### src/rtl/dc_arbiter.sv
// Two-requester round-robin arbiter in front of a single data-cache port.
// Optional WAIT-state timeout with sticky io_err: define DC_ARB_TIMEOUT_EN.
module dc_arbiter #(
  parameter int ADDR_W  = 32,
  parameter int DATA_W  = 32,
  parameter int TIMEOUT = 64
) (
  input  logic              clk,
  input  logic              reset,
  input  logic              io_m0_rd,
  input  logic              io_m0_wr,
  input  logic [ADDR_W-1:0] io_m0_address,
  input  logic [DATA_W-1:0] io_m0_data_in,
  output logic [DATA_W-1:0] io_m0_data_out,
  output logic              io_m0_ack,
  input  logic              io_m1_rd,
  input  logic              io_m1_wr,
  input  logic [ADDR_W-1:0] io_m1_address,
  input  logic [DATA_W-1:0] io_m1_data_in,
  output logic [DATA_W-1:0] io_m1_data_out,
  output logic              io_m1_ack,
  output logic              io_dc_rd,
  output logic              io_dc_wr,
  output logic [ADDR_W-1:0] io_dc_address,
  output logic [DATA_W-1:0] io_dc_data_in,
  input  logic [DATA_W-1:0] io_dc_data_out,
  input  logic              io_dc_stall,
  output logic              io_busy,
  output logic              io_err
);

  typedef enum logic [2:0] {
    IDLE,
    ISSUE,
    EVAL,
    WAIT,
    DONE
  } state_t;

  state_t state, state_nxt;

  logic              req0, req1, any_req;
  logic              win, grant, last_grant;
  logic              lat_wr;
  logic [ADDR_W-1:0] lat_addr;
  logic [DATA_W-1:0] lat_data;
  logic              timeout_hit;
  logic              rd_load;
  logic [DATA_W-1:0] rd_val;

  assign req0    = io_m0_rd | io_m0_wr;
  assign req1    = io_m1_rd | io_m1_wr;
  assign any_req = req0 | req1;
  assign win     = (req0 & req1) ? ~last_grant : req1;

  always_ff @(posedge clk or negedge reset) begin
    if (!reset) state <= IDLE;
    else        state <= state_nxt;
  end

  always_comb begin
    state_nxt = state;
    unique case (state)
      IDLE:    if (any_req) state_nxt = ISSUE;
      ISSUE:   state_nxt = EVAL;
      EVAL:    state_nxt = WAIT;
      WAIT:    if (!io_dc_stall || timeout_hit) state_nxt = DONE;
      DONE:    state_nxt = IDLE;
      default: state_nxt = IDLE;
    endcase
  end

  always_comb begin
    io_dc_rd      = 1'b0;
    io_dc_wr      = 1'b0;
    io_dc_address = '0;
    io_dc_data_in = '0;
    if (state == ISSUE) begin
      io_dc_rd      = ~lat_wr;
      io_dc_wr      = lat_wr;
      io_dc_address = lat_addr;
      io_dc_data_in = lat_data;
    end
  end

  assign io_busy   = (state != IDLE);
  assign io_m0_ack = (state == DONE) & ~grant;
  assign io_m1_ack = (state == DONE) & grant;

  // A timed-out read returns zero instead of whatever the cache drives.
  assign rd_load = (state == WAIT) & ~lat_wr & (~io_dc_stall | timeout_hit);
  assign rd_val  = io_dc_stall ? '0 : io_dc_data_out;

  always_ff @(posedge clk or negedge reset) begin
    if (!reset) begin
      grant          <= 1'b0;
      last_grant     <= 1'b1;
      lat_wr         <= 1'b0;
      lat_addr       <= '0;
      lat_data       <= '0;
      io_m0_data_out <= '0;
      io_m1_data_out <= '0;
    end else begin
      if (state == IDLE && any_req) begin
        grant      <= win;
        last_grant <= win;
        lat_wr     <= win ? io_m1_wr : io_m0_wr;
        lat_addr   <= win ? io_m1_address : io_m0_address;
        lat_data   <= win ? io_m1_data_in : io_m0_data_in;
      end
      if (rd_load) begin
        if (grant) io_m1_data_out <= rd_val;
        else       io_m0_data_out <= rd_val;
      end
    end
  end

`ifdef DC_ARB_TIMEOUT_EN
  localparam int CNT_W = $clog2(TIMEOUT + 1);

  logic [CNT_W-1:0] wait_cnt;
  logic             err_q;

  assign timeout_hit = io_dc_stall & (wait_cnt == CNT_W'(TIMEOUT - 1));
  assign io_err      = err_q;

  always_ff @(posedge clk or negedge reset) begin
    if (!reset) begin
      wait_cnt <= '0;
      err_q    <= 1'b0;
    end else begin
      if (state == WAIT) wait_cnt <= wait_cnt + 1'b1;
      else               wait_cnt <= '0;
      if (state == WAIT && timeout_hit) err_q <= 1'b1;
    end
  end
`else
  logic unused_timeout;

  assign unused_timeout = (TIMEOUT == 0);
  assign timeout_hit    = 1'b0;
  assign io_err         = 1'b0;
`endif

endmodule
### config.mk
export PLATFORM = sky130hd
export DESIGN_NAME = dc_arbiter
export DESIGN_NICKNAME = d
export VERILOG_FILES = /design/src/rtl/dc_arbiter.sv
export SDC_FILE = /design/constraint.sdc
export NUM_CORES = 1
export LEC_CHECK = 0
export ABC_AREA = 1
export BUFFER_PORTS_ARGS = -buffer_cell sky130_fd_sc_hd__clkbuf_2
export CAP_MARGIN = 20
export CORE_ASPECT_RATIO = 0.7
export CORE_MARGIN = 2
export CORE_UTILIZATION = 52
export DETAILED_ROUTE_END_ITERATION = 7
export GPL_ROUTABILITY_DRIVEN = 0
export PLACE_DENSITY = 0.95
export SLEW_MARGIN = 5
export SYNTH_ARGS = -nofsm -noshare
export SYNTH_HDL_FRONTEND = slang
export SYNTH_SLANG_ARGS = --single-unit
export TNS_END_PERCENT = 1
### constraint.sdc
create_clock -name clk -period 4.4 [get_ports clk]
set_clock_uncertainty 0.1 [all_clocks]
set_input_delay 0 -clock clk [delete_from_list [all_inputs] [get_ports clk]]
set_output_delay 0 -clock clk [all_outputs]
set_load 0.02 [all_outputs]
* Yosys cells after proc, flatten, opt, wreduce, memory -nomap -nowiden *
Cells that the tools add are included.

storage, ports and cells
  bits in registers = 134
  output and inout bits = 134
  logic and storage cells = 44

cells by class
  eq/ne operators = 6
  mux-type cells = 12
  bitwise logic cells = 12
  reduce and logical (&&, ||, !) cells = 6

operator list
  operator            count
  $mux 32             5
  $pmux 3 s4          1
  $eq 3x2->1 const B  2
  $mux 3              2
  $reduce_and 2->1    3
  $and 1x1->1         5
  $mux 1              4
  $ne 2x2->1 const B  2
  $not 1->1           4
  $eq 3x1->1 const B  1
  $eq 3x3->1 const B  1
  $logic_not 3->1     1
  $or 1x1->1          3
  $reduce_bool 3->1   1
  $logic_and 1x1->1   1

* Depth between registers and ports, before layout *
Gate-level depths: netlist of the first run.

  depth after elaboration = 4
  gate-level depth with buffers = 9
  depth with buffers taken out = 7

* Least setup slack after synthesis of the first run *
OpenSTA, ideal clock, no wires.

  path kind = register to register
  start point = register state[0]
  end point = register lat_addr[0]
  setup time = 0.117 ns
  arrival time = 1.306 ns
  required time = 4.183 ns
  setup slack = 2.877 ns
  cell stages (with the launch flop) = 9
  path buffers = 2
  period minus slack after synthesis = 1.523 ns
  path through = dfrtp_1 inv_2 nand3_2 nor2_2 inv_2 buf_4 buf_2 nand2_1 nand2_1

between the ends
  cells in the longest elaborated chain, start to end = 2

ends and longest elaborated chain
  what                    RTL line  RTL
  start, declared         40        state_t state, state_nxt;
  start signal, assigned  58        else state <= state_nxt;
  $logic_not 3->1         104       if (state == IDLE && any_req) begin
  $logic_and 1x1->1       104
  end signal, assigned    108       lat_addr <= win ? io_m1_address : io_m0_address;
  end, declared           45        logic [ADDR_W-1:0] lat_addr;

No other way between the ends.
A chain may end at the register's enable or synchronous reset.

* Final worst setup path of the first run *
  start point = input port io_m1_wr
  end point = register lat_addr[26]

between the ends
  cells in the longest elaborated chain, start to end = 4
  elaborated cells on any way between the ends = 6
  classes of those cells = 2 x mux; 3 x bitwise; 1 x reduce/logical

ends and longest elaborated chain
  what             RTL line  RTL
  start, declared  17        input logic io_m1_wr,
  $or 1x1->1 (*)   52        assign req1 = io_m1_rd | io_m1_wr;
  $and 1x1->1      54        assign win = (req0 & req1) ? ~last_grant : req1;
  $mux 1           54
  $mux 32          108

Every way passes the cells marked *; elsewhere a longest branch is shown, timed or not.

==> results of run 1 <==
[logic make-up (layout without fill, tap and decap cells)]
| logic type | count (synthesis) | count (layout) | share of synthesized area |
|---|---|---|---|
| simple gates | 607 | 607 | 0.3959 |
| buf+inv | 209 | 650 | 0.1245 |
| flops | 134 | 134 | 0.4769 |
| compound gates | 3 | 3 | 0.002132 |
| other cells | 1 | 3 | 0.0005331 |
[per-layer routing]
| metal | routed length, um | vias up | share of wire | global-route usage |
|---|---|---|---|---|
| met3 | 2816 | 167 | 0.10 | 0.09504 |
| met2 | 13620 | 676 | 0.49 | 0.6599 |
| li1 | - | 3816 | - | - |
| met1 | 9996 | 4114 | 0.36 | 0.4434 |
| met5 | 0 | - | 0 | 0 |
| met4 | 1644 | 0 | 0.059 | 0.2460 |
[cell usage after synthesis (all sizes together)]
library cell	instances	area, um2
a21oi	1	5.000
buf	45	260.3
clkbuf	25	93.84
clkinv	1	3.750
conb	1	3.750
dfrtp	133	3328
dfstp	1	26.28
inv	138	518.0
nand2	334	1254
nand3	71	360.3
nand3b	64	480.5
nand4	64	400.4
nor2	71	269.0
nor3	2	15.01
nor4	1	6.260
o21ai	2	10.00
[layout make-up]
cell class                 instances  area [um2]
sequential                       134        3354
multi-input combinational        611        2844
tap                              185       231.5
clock buffer                      18       439.2
antenna                            2       5.005
timing repair buffer             479        3302
inverter                         139       521.8
fill                             676        2317
clock inverter                    14       166.4
[timing repair]
item,CTS,global route
endpoints found under the setup margin,0,0
endpoints found under the hold margin,206,0
hold buffers,166,0
resized for setup,0,0
[cells in the final DEF, fill, tap and decap left out, types with 2 or more instances in the layout]
cell type / synthesis / final
nand2_1: 334 / 332
clkbuf_2: 0 / 298
dlygate4sd3_1: 0 / 166
inv_1: 134 / 134
dfrtp_1: 133 / 133
nor2_1: 70 / 69
nand3_1: 70 / 69
nand4_1: 64 / 64
nand3b_1: 64 / 64
clkbuf_16: 0 / 17
buf_4: 8 / 11
inv_2: 4 / 4
inv_6: 0 / 4
clkinvlp_4: 0 / 3
clkinv_4: 0 / 3
diode_2: 0 / 2
nand3_2: 1 / 2
nor2_4: 0 / 2
nand2_2: 0 / 2
bufinv_16: 0 / 2
inv_8: 0 / 2
buf_12: 0 / 2
[worst max-delay path: stages]
cell and delay, ns:
dlygate4sd3_1 0.56, clkbuf_2 0.14, inv_1 0.06, nand2_2 0.45, nor2_1 0.17, nor2_4 0.12, buf_4 0.56, nand3_1 0.21
dlygate4sd3_1 0.64, nand2_1 0.08
[power by group through the flow]
stage          combinational, mW  sequential, mW  clock, mW
2_1_floorplan               1.94            2.46          0
3_3_place_gp                3.12            2.18          0
3_5_place_dp                3.23            2.19          0
4_1_cts                     3.60            2.19       1.46
5_1_grt                     4.18            2.29       1.51
6_report                    3.88            2.24       1.45
[registers in the layout, indices dropped and copies added (netlist names)]
name and flops:
lat_wr 1, lat_data 32, lat_addr 32, io_m0_data_out 32, last_grant 1, state 3, io_m1_data_out 32, grant 1
[per-stage QoR]
stage | cells | setup slack [ns] | utilization
after floorplan | 954 | 2.877 | -
after global placement | 1379 | 2.283 | 0.6477
after detailed placement | 1380 | 2.188 | 0.6492
after CTS | 1578 | 1.766 | 0.8212
after global routing | 1581 | 1.425 | 0.8240
final | 1582 | 1.558 | 0.8242
[worst min path at each step]
| stage | slack [ns] | to |
|---|---|---|
| 2_1_floorplan | -0.40 | grant |
| 3_3_place_gp | -0.05 | io_m0_data_out[5] |
| 3_5_place_dp | -0.04 | io_m1_data_out[3] |
| 4_1_cts | 0.1 | io_m1_data_out[3] |
| 5_1_grt | 0.14 | io_m0_data_out[5] |
| 6_report | 0.09 | io_m0_data_out[5] |
==> out/results.tsv, run 1 <==
stage	metric	value	unit
sta	minimum clock period	2.842	ns
power	sequential fraction of design power	0.296	
route	initial detailed-routing violation count	919	
die	CORE AREA	13180	um2
status	outcome	finished, final reports clean	
global_route	Congestion Overflow GR	0	
route	routed vias/inst	5.546	
power	Pwr Density	697.3	nW/um2
die	Die Width	143.0	um
clock_network	total CTS buffers	17	
setup_path	CP Launch Type	input port	
clock_network	clock latency at the later pin of the worst-skew pair	0.40	ns
setup_path	CP Data Arrival Time	3.09	ns
sta	Slew Limit Headroom	0.4958	
die	Die Y	101.3	um
yosys	Yosys cell types	24	
clock_network	Post-CTS Setup Bufs	0	
yosys	syn nets	1121	
global_route	Global Route Usage Sum	0.3874	
sta	fin crit share	0.6459	
global_route	initial antenna violation count	2	
die	die footprint	14490	um2
hold_path	HP Class	input port to async pin	
power	switch share	0.4689	
final_layout	fin nets	1549	
global_route	first-pass GRT wire length	43730	um
placed_design	post-DP HPWL	14100	um
final_layout	Area Overhead vs Synth	54.45	%
yosys	FF+latch count, synth	134	
placed_design	IO buf count	299	
power	maximum vdd drop	0.3384	mV
sta	Worst Tran Pin Value	0.7563	ns
route	vias after detailed routing	8773	
route	WL/cell	17.75	um
clock_network	CTS root buf	clkbuf_16	
setup_path	Reg-to-Reg End	lat_addr[26]	
route	Final ANT Viol Nets	0	
power	total power	7.575	mW
yosys	Syn Inst Count	954	
setup_path	crit path to	lat_addr[26]	
yosys	YS warnings	0	
yosys	Seq/Total Area, Yosys	0.4769	
setup_path	WP data required	4.65	ns
sta	Slew Viols, Final	0	
global_route	largest net degree at the start of global routing	76	
die	io pins	301	
route	Total Routed Length	28080	um
power	leakage	6.077	nW
yosys	Avg Inst Size Synth	7.373	um2
power	clock network power share	0.191	
power	P_sw	3.552	mW
setup_path	worst reg2reg path startpoint	state[2]	
die	std cell rows	35	
sta	Finish-stage setup viols	0	
setup_path	Crit Path Max Fanout	67	
job	Max-Cap Viols	0	
setup_path	Reg2Reg Depth	7	
route	DRT Pass-1 Iters	7	
setup_path	nature of the critical path endpoint	flop	
yosys	mapped cell area	7034	um2
sta	RSZ-0062 raised after global routing	false	
sta	Peak Freq	351.9	MHz
global_route	number of global-route vias before repair	8816	
clock_network	Num Clock Sinks	134	
placed_design	Post-DP Area	8557	um2
sta	Fin Setup TNS	0	ns
clock_network	htree depth	4	
clock_network	Worst-path clk slew	0.06	ns
setup_path	Setup CP Type	input port to flop	
sta	Hold Vio Cnt, Final	0	
power	Logic pwr share	0.513	
clock_network	TritonCTS clock tree	built	
clock_network	Max clock buf depth	2	
sta	Hold WS	0.08743	ns
power	P_int	4.023	mW
final_layout	Final Cell Area	10860	um2
route	Remaining DRCs	0	
setup_path	R2R Setup Slk	1.83	ns
die	initial core utilization	0.5336	
final_layout	layout cell share with drive strength beyond 1	0.2566	
setup_path	CP startpoint	io_m1_wr	
No activity file was read; power rests on OpenSTA's default activity.
==> run 2, diff against run 1 <==
--- a/config.mk
+++ b/config.mk
@@ -10,10 +10,10 @@
 export CAP_MARGIN = 20
 export CORE_ASPECT_RATIO = 0.7
 export CORE_MARGIN = 2
-export CORE_UTILIZATION = 52
+export CORE_UTILIZATION = 48
 export DETAILED_ROUTE_END_ITERATION = 7
 export GPL_ROUTABILITY_DRIVEN = 0
-export PLACE_DENSITY = 0.95
+export PLACE_DENSITY = 0.89
 export SLEW_MARGIN = 5
 export SYNTH_ARGS = -nofsm -noshare
 export SYNTH_HDL_FRONTEND = slang
==> constraint.sdc (replaced) <==
create_clock -name clk -period 2.9 [get_ports clk]
set_clock_uncertainty 0.1 [all_clocks]
set_input_delay 0 -clock clk [delete_from_list [all_inputs] [get_ports clk]]
set_output_delay 0 -clock clk [all_outputs]
set_load 0.02 [all_outputs]
==> run 2 against run 1 <==
  * Setup slack worse by 1.3 ns
  * Final cell count is 0.57% higher
  * Sequential cell count stayed put
  * Design area hardly changed
  * Via count is 2.4% lower
  * Hold slack better by 0.043 ns
  * Clock-buffer cell count is 1 lower
  * Global-route usage is 4.9 points lower
  * First-iteration DRC count is 9.7% lower
==> out/results.tsv, run 2 (synthesized netlist as in run 1, its figures left out) <==
stage	metric	value	unit	change
setup_path	WP buf/inv	5		unchanged
clock_network	PostCTS Resize Cnt	0		unchanged
placed_design	Post-DP Area	8578	um2	+0.25%
global_route	met1 usage	0.4105		-0.03285
setup_path	peak per-stage delay on the critical path	0.60	ns	-0.04 ns
die	initial core utilization	0.4989		-0.03471
sta	Hold Vio Cnt, Final	0		unchanged
global_route	number of global-route vias before repair	8556		-2.9%
sta	fin crit share	0.9220		
final_layout	Area Overhead vs Synth	54.54	%	about the same
power	leakage	6.075	nW	about the same
sta	RSZ-0062 raised after global routing	false		
sta	Slew Limit Headroom	0.3676		-0.1282
final_layout	layout cell share with drive strength beyond 1	0.2559		-0.0007338
global_route	Global Route Usage Sum	0.3380		-0.04941
die	io pins	301		unchanged
clock_network	CTS root buf	clkbuf_16		
global_route	largest net degree at the start of global routing	102		+34%
setup_path	CP Data Arrival Time	2.87	ns	-0.22 ns
final_layout	commonest non-fill, non-tap cell in the layout	nand2_1		
setup_path	Reg2Reg Depth	7		unchanged
sta	Worst Tran Pin Value	0.9486	ns	+0.1923 ns
placed_design	IO buf count	299		unchanged
setup_path	Crit-path slowest cell	dlygate4sd3_1		
sta	Finish-stage setup viols	0		unchanged
route	vias after detailed routing	8559		-2.4%
route	Final ANT Viol Nets	0		unchanged
die	Die Y	105.3	um	+3.9%
clock_network	Worst-path clk slew	0.06	ns	about the same
setup_path	Crit Path Max Fanout	62		-7.5%
placed_design	post-DP HPWL	14250	um	+1.0%
sta	Peak Freq	374.0	MHz	
clock_network	Num Clock Sinks	134		unchanged
global_route	GR Layer Usage met3	0.07706		-0.01798
global_route	Most Crowded Layer GR	met2		
setup_path	CP top delay family	buffers and inverters		
setup_path	Setup CP Type	input port to flop		
global_route	M2 GR Usage	0.5645		-0.09543
route	DRT Pass-1 Iters	5		-2
setup_path	nature of the critical path endpoint	flop		
final_layout	final core occ	0.7710		-0.05317
die	std cell rows	36		+2.9%
sta	Slew Viols, Final	0		unchanged
route	Total Routed Length	26410	um	-5.9%
die	Die Width	148.7	um	+4.0%
clock_network	htree depth	4		unchanged
final_layout	Finished Layout Cells	1591		+0.57%
setup_path	WP depth	10		unchanged
clock_network	clock latency at the later pin of the worst-skew pair	0.40	ns	about the same
setup_path	CP Launch Type	input port		
setup_path	worst reg2reg path startpoint	last_grant		
setup_path	crit path cell chain	dlygate4sd3_1 -> clkbuf_2 -> inv_1 -> nand2_2 -> nand2_2 -> buf_4 -> nand2_1 -> nand3_1 -> dlygate4sd3_1 -> nand2_1		
route	routed vias/inst	5.380		-3.0%
global_route	Congestion Overflow GR	0		unchanged
global_route	first-pass GRT wire length	41950	um	-4.1%
setup_path	R2R Setup Slk	0.38	ns	-1.45 ns
setup_path	WP data required	3.09	ns	-1.56 ns
setup_path	crit path to	lat_data[18]		
sta	minimum clock period	2.674	ns	
sta	Fin Setup TNS	0	ns	unchanged
job	Max-Cap Viols	0		unchanged
final_layout	Final Cell Area	10870	um2	about the same
hold_path	HP Class	input port to async pin		
power	Pwr Density	1032	nW/um2	+48%
power	maximum vdd drop	0.5024	mV	+48%
global_route	initial antenna violation count	1		-1
final_layout	fin nets	1553		+0.26%
die	die footprint	15650	um2	+8.0%
clock_network	TritonCTS clock tree	built		
setup_path	CP startpoint	io_m1_wr		
final_layout	most frequent cells in the layout	nand2_1 (332), clkbuf_2 (298), dlygate4sd3_1 (170)		
route	WL/cell	16.60	um	-6.5%
clock_network	total CTS buffers	17		unchanged
die	CORE AREA	14100	um2	+7.0%
placed_design	Inst Count DP	1387		+0.51%
setup_path	Reg-to-Reg End	lat_data[18]		
power	total power	11.22	mW	+48%
clock_network	Max clock buf depth	2		unchanged
route	initial detailed-routing violation count	830		-9.7%
route	Remaining DRCs	0		unchanged
status	outcome	finished, final reports clean		
## run 2: cell count changes in the layout (fill, tap and decap cells not counted), sizes merged
| cell | before | now |
|---|---|---|
| clkbuf | 316 | 315 |
| bufinv | 2 | 1 |
| clkinv | 4 | 3 |
| inv | 144 | 147 |
| dlygate4sd3 | 166 | 170 |
## run 2: final cells by class
type	count	area, um2
sequential	134	3354
timing repair buffer	483	3322
multi-input combinational	611	2844
fill	870	3228
clock buffer	17	425.4
inverter	139	521.8
clock inverter	15	160.2
antenna	2	5.005
tap	190	237.7
## run 2: power by group
part           switching (mW)  internal (mW)
Combinational            3.74           1.97
Clock                   0.910           1.22
Sequential              0.581           2.80
## run 2: metal layers
layer,wire length [um],vias up,share of wire
li1,-,3817,-
met1,9627,3971,0.36
met2,12890,639,0.49
met3,2643,132,0.10
met4,1251,0,0.047
met5,0,-,0
## run 2: worst min-delay path by stage
| stage | slack, ns | end | cells after the start |
|---|---|---|---|
| finish | 0.13 | lat_data[3] | 2 |
| global route | 0.25 | lat_data[3] | 2 |
| CTS | 0.18 | lat_data[3] | 2 |
| detailed placement | 0.06 | lat_data[3] | 1 |
| global placement | 0.05 | lat_data[3] | 1 |
| floorplan | -0.40 | grant | 0 |
## run 2: repair_timing
action | in CTS | in global routing
hold endpoints to repair | 231 | 0
hold buffers | 170 | 0
setup buffers | 0 | 0
## run 2: stage by stage
stage / setup slack (ns) / hold slack (ns)
after CTS: 0.4203 / 0.1832
after global routing: 0.04263 / 0.2507
after detailed placement: 0.9320 / 0.06062
after floorplan: 1.377 / -0.3956
after global placement: 0.9972 / 0.05380
final: 0.2262 / 0.1304
==> run 3, diff against run 2 <==
--- a/config.mk
+++ b/config.mk
@@ -8,11 +8,14 @@
 export ABC_AREA = 1
 export BUFFER_PORTS_ARGS = -buffer_cell sky130_fd_sc_hd__clkbuf_2
 export CAP_MARGIN = 20
+export CELL_PAD_IN_SITES_DETAIL_PLACEMENT = 1
+export CELL_PAD_IN_SITES_GLOBAL_PLACEMENT = 1
 export CORE_ASPECT_RATIO = 0.7
 export CORE_MARGIN = 2
-export CORE_UTILIZATION = 48
+export CORE_UTILIZATION = 33
 export DETAILED_ROUTE_END_ITERATION = 7
 export GPL_ROUTABILITY_DRIVEN = 0
+export GPL_TIMING_DRIVEN = 0
 export PLACE_DENSITY = 0.89
 export SLEW_MARGIN = 5
 export SYNTH_ARGS = -nofsm -noshare
==> run 3 against run 2 <==
  * Fmax rose by 2.7%
  * Combinational power up 7.9%
  * Clock-buffer cell count stayed put
  * Via count increased by 0.99%
  * Hold slack lost 0.086 ns
  * Die area up 44%
  * Clock power grew 4%
  * Power rose by 4.5%
  * Setup slack improved by 0.070 ns
  * Final cell count up 8.7%
  * Sequential share of layout area down 0.83 points
  * Non-clock buffer count rose by 53
==> out/results.tsv, run 3 (synthesized netlist as in run 1, its figures left out) <==
stage	metric	value	unit	change
setup_path	CP top delay family	buffers and inverters		
global_route	first-pass GRT wire length	50980	um	+22%
power	Logic pwr share	0.526		+0.017
global_route	Congestion Overflow GR	0		unchanged
setup_path	WP depth	8		-2
sta	Hold WS	0.04475	ns	-0.08564 ns
setup_path	Crit Path Max Fanout	10		-84%
final_layout	Area Overhead vs Synth	58.79	%	
power	sequential fraction of design power	0.286		-0.015
clock_network	Post-CTS Setup Bufs	0		unchanged
sta	Finish-stage setup viols	0		unchanged
power	P_int	6.198	mW	+3.5%
final_layout	Final Cell Area	11170	um2	+2.8%
sta	Slew Viols, Final	0		unchanged
status	outcome	finished, final reports clean		
route	vias after detailed routing	8644		+0.99%
setup_path	most used cell, CP	nand2_1		
placed_design	Post-DP Area	8912	um2	+3.9%
clock_network	clock latency at the later pin of the worst-skew pair	0.41	ns	about the same
sta	fin crit share	0.8978		-0.02420
placed_design	Setup WS pre-CTS	0.9440	ns	+0.01197 ns
power	switch share	0.4717		+0.005201
route	Final ANT Viol Nets	0		unchanged
sta	Peak Freq	384.1	MHz	+2.7%
setup_path	Reg2Reg Depth	8		+1
clock_network	Worst-path clk slew	0.07	ns	about the same
power	maximum vdd drop	0.4642	mV	-7.6%
final_layout	filler cell count in the final layout	2629		+200%
route	Total Routed Length	32590	um	+23%
global_route	Global Route Usage Sum	0.2923		-0.04568
route	WL/cell	18.84	um	+13%
clock_network	TritonCTS clock tree	built		
sta	Setup WS post-layout	0.2964	ns	+0.07017 ns
setup_path	nature of the critical path endpoint	flop		
setup_path	Reg-to-Reg End	lat_addr[18]		
setup_path	peak per-stage delay on the critical path	0.57	ns	-0.03 ns
die	Die Y	126.2	um	+20%
setup_path	crit path cell chain	o21ai_1 -> nand2_1 -> buf_2 -> buf_1 -> nand2_1 -> nand3_1 -> dlygate4sd3_1 -> nand2_1		
die	Die Width	178.5	um	+20%
setup_path	CP Launch Type	flop		
clock_network	hold-fix buffer count after cts	166		-2.4%
clock_network	PostCTS Resize Cnt	0		unchanged
power	Pwr Density	1050	nW/um2	+1.7%
die	CORE AREA	20810	um2	+48%
setup_path	worst reg2reg path startpoint	last_grant		
sta	RSZ-0062 raised after global routing	false		
final_layout	fin nets	1606		+3.4%
hold_path	HP Class	input port to async pin		
power	total power	11.73	mW	+4.5%
clock_network	Max clock buf depth	2		unchanged
sta	Worst Tran Pin Value	0.6609	ns	-0.2877 ns
die	io pins	301		unchanged
sta	Slew Limit Headroom	0.5594		+0.1918
global_route	initial antenna violation count	3		+2
route	initial detailed-routing violation count	419		-50%
placed_design	IO buf count	299		unchanged
global_route	number of global-route vias before repair	9636		+13%
setup_path	Setup CP Type	flop to flop		
job	Max-Cap Viols	0		unchanged
sta	minimum clock period	2.604	ns	-0.07017 ns
power	P_sw	5.534	mW	+5.7%
final_layout	layout cell share with drive strength beyond 1	0.2626		+0.006680
setup_path	WP data required	3.09	ns	about the same
final_layout	most frequent cells in the layout	nand2_1 (334), clkbuf_2 (298), dlygate4sd3_1 (166)		
die	initial core utilization	0.3380		-0.1609
clock_network	htree depth	4		unchanged
setup_path	WP buf/inv	3		-2
final_layout	commonest non-fill, non-tap cell in the layout	nand2_1		
power	clock network power share	0.188		-0.002
setup_path	CP Data Arrival Time	2.79	ns	-0.08 ns
die	std cell rows	44		+22%
global_route	largest net degree at the start of global routing	73		-28%
setup_path	Crit-path slowest cell	dlygate4sd3_1		
route	DRT Pass-1 Iters	5		unchanged
clock_network	total CTS buffers	17		unchanged
power	leakage	6.195	nW	+2.0%
placed_design	post-DP HPWL	19920	um	+40%
setup_path	R2R Setup Slk	0.30	ns	-0.08 ns
route	routed vias/inst	4.997		-7.1%
clock_network	CTS root buf	clkbuf_16		
die	die footprint	22520	um2	+44%
clock_network	Num Clock Sinks	134		unchanged
route	Remaining DRCs	0		unchanged
sta	Hold Vio Cnt, Final	0		unchanged
## run 3: cell types whose count changed in the layout (fill, tap and decap cells not counted), moves of 3 or more
cell           previous run  this run
clkbuf_1                  0        25
buf_4                    13         8
buf_2                     0        31
dlygate4sd3_1           170       166
buf_1                     0         3
## run 3: cell type report
type	count	area, um2	share of cell area
antenna	3	7.507	0.0006721
buffer	70	354.1	0.03170
clock buffer	17	425.4	0.03809
clock inverter	14	162.7	0.01456
inverter	139	521.8	0.04671
multi-input combinational	611	2804	0.2510
sequential	134	3354	0.3003
tap	276	345.3	0.03092
timing repair buffer	466	3194	0.2860
## run 3: worst register-to-register path, cell delays in order (launching register included)
cell	delay, ns
dfstp_2	0.53
o21ai_1	0.10
nand2_1	0.18
buf_2	0.28
buf_1	0.42
nand2_1	0.13
nand3_1	0.11
dlygate4sd3_1	0.57
nand2_1	0.08
## run 3: power by group through the flow
stage	Combinational [mW]	Sequential [mW]	Clock, mW
6_report	6.17	3.36	2.21
5_1_grt	6.73	3.45	2.32
4_1_cts	5.93	3.32	2.24
3_5_place_dp	5.35	3.34	0
3_3_place_gp	5.16	3.29	0
2_1_floorplan	2.95	3.73	0
## run 3: metal layers
metal / routed length (um) / track usage / share of wire / vias to the layer above
li1: - / - / - / 3932
met1: 12990 / 0.3420 / 0.40 / 4277
met2: 16470 / 0.5194 / 0.51 / 359
met3: 2055 / 0.06310 / 0.063 / 76
met4: 1074 / 0.1167 / 0.033 / 0
met5: 0 / 0 / 0 / -
## run 3: metrics by stage
step	instances	setup TNS [ns]	utilization
floorplan	954	0	-
global placement	1529	-70.81	0.4265
detailed placement	1530	0	0.4283
CTS	1727	0	0.5364
global route	1730	0	0.5367
finish	1730	0	0.5367
## run 3: worst max path at each step
stage | start | end | slack (ns)
4_1_cts | last_grant | lat_addr[18] | 0.38
3_5_place_dp | last_grant | lat_addr[18] | 0.94
6_report | last_grant | lat_addr[18] | 0.30
2_1_floorplan | state[0] | lat_addr[0] | 1.38
5_1_grt | last_grant | lat_addr[20] | 0.12
3_3_place_gp | reset | lat_data[8] | -0.54
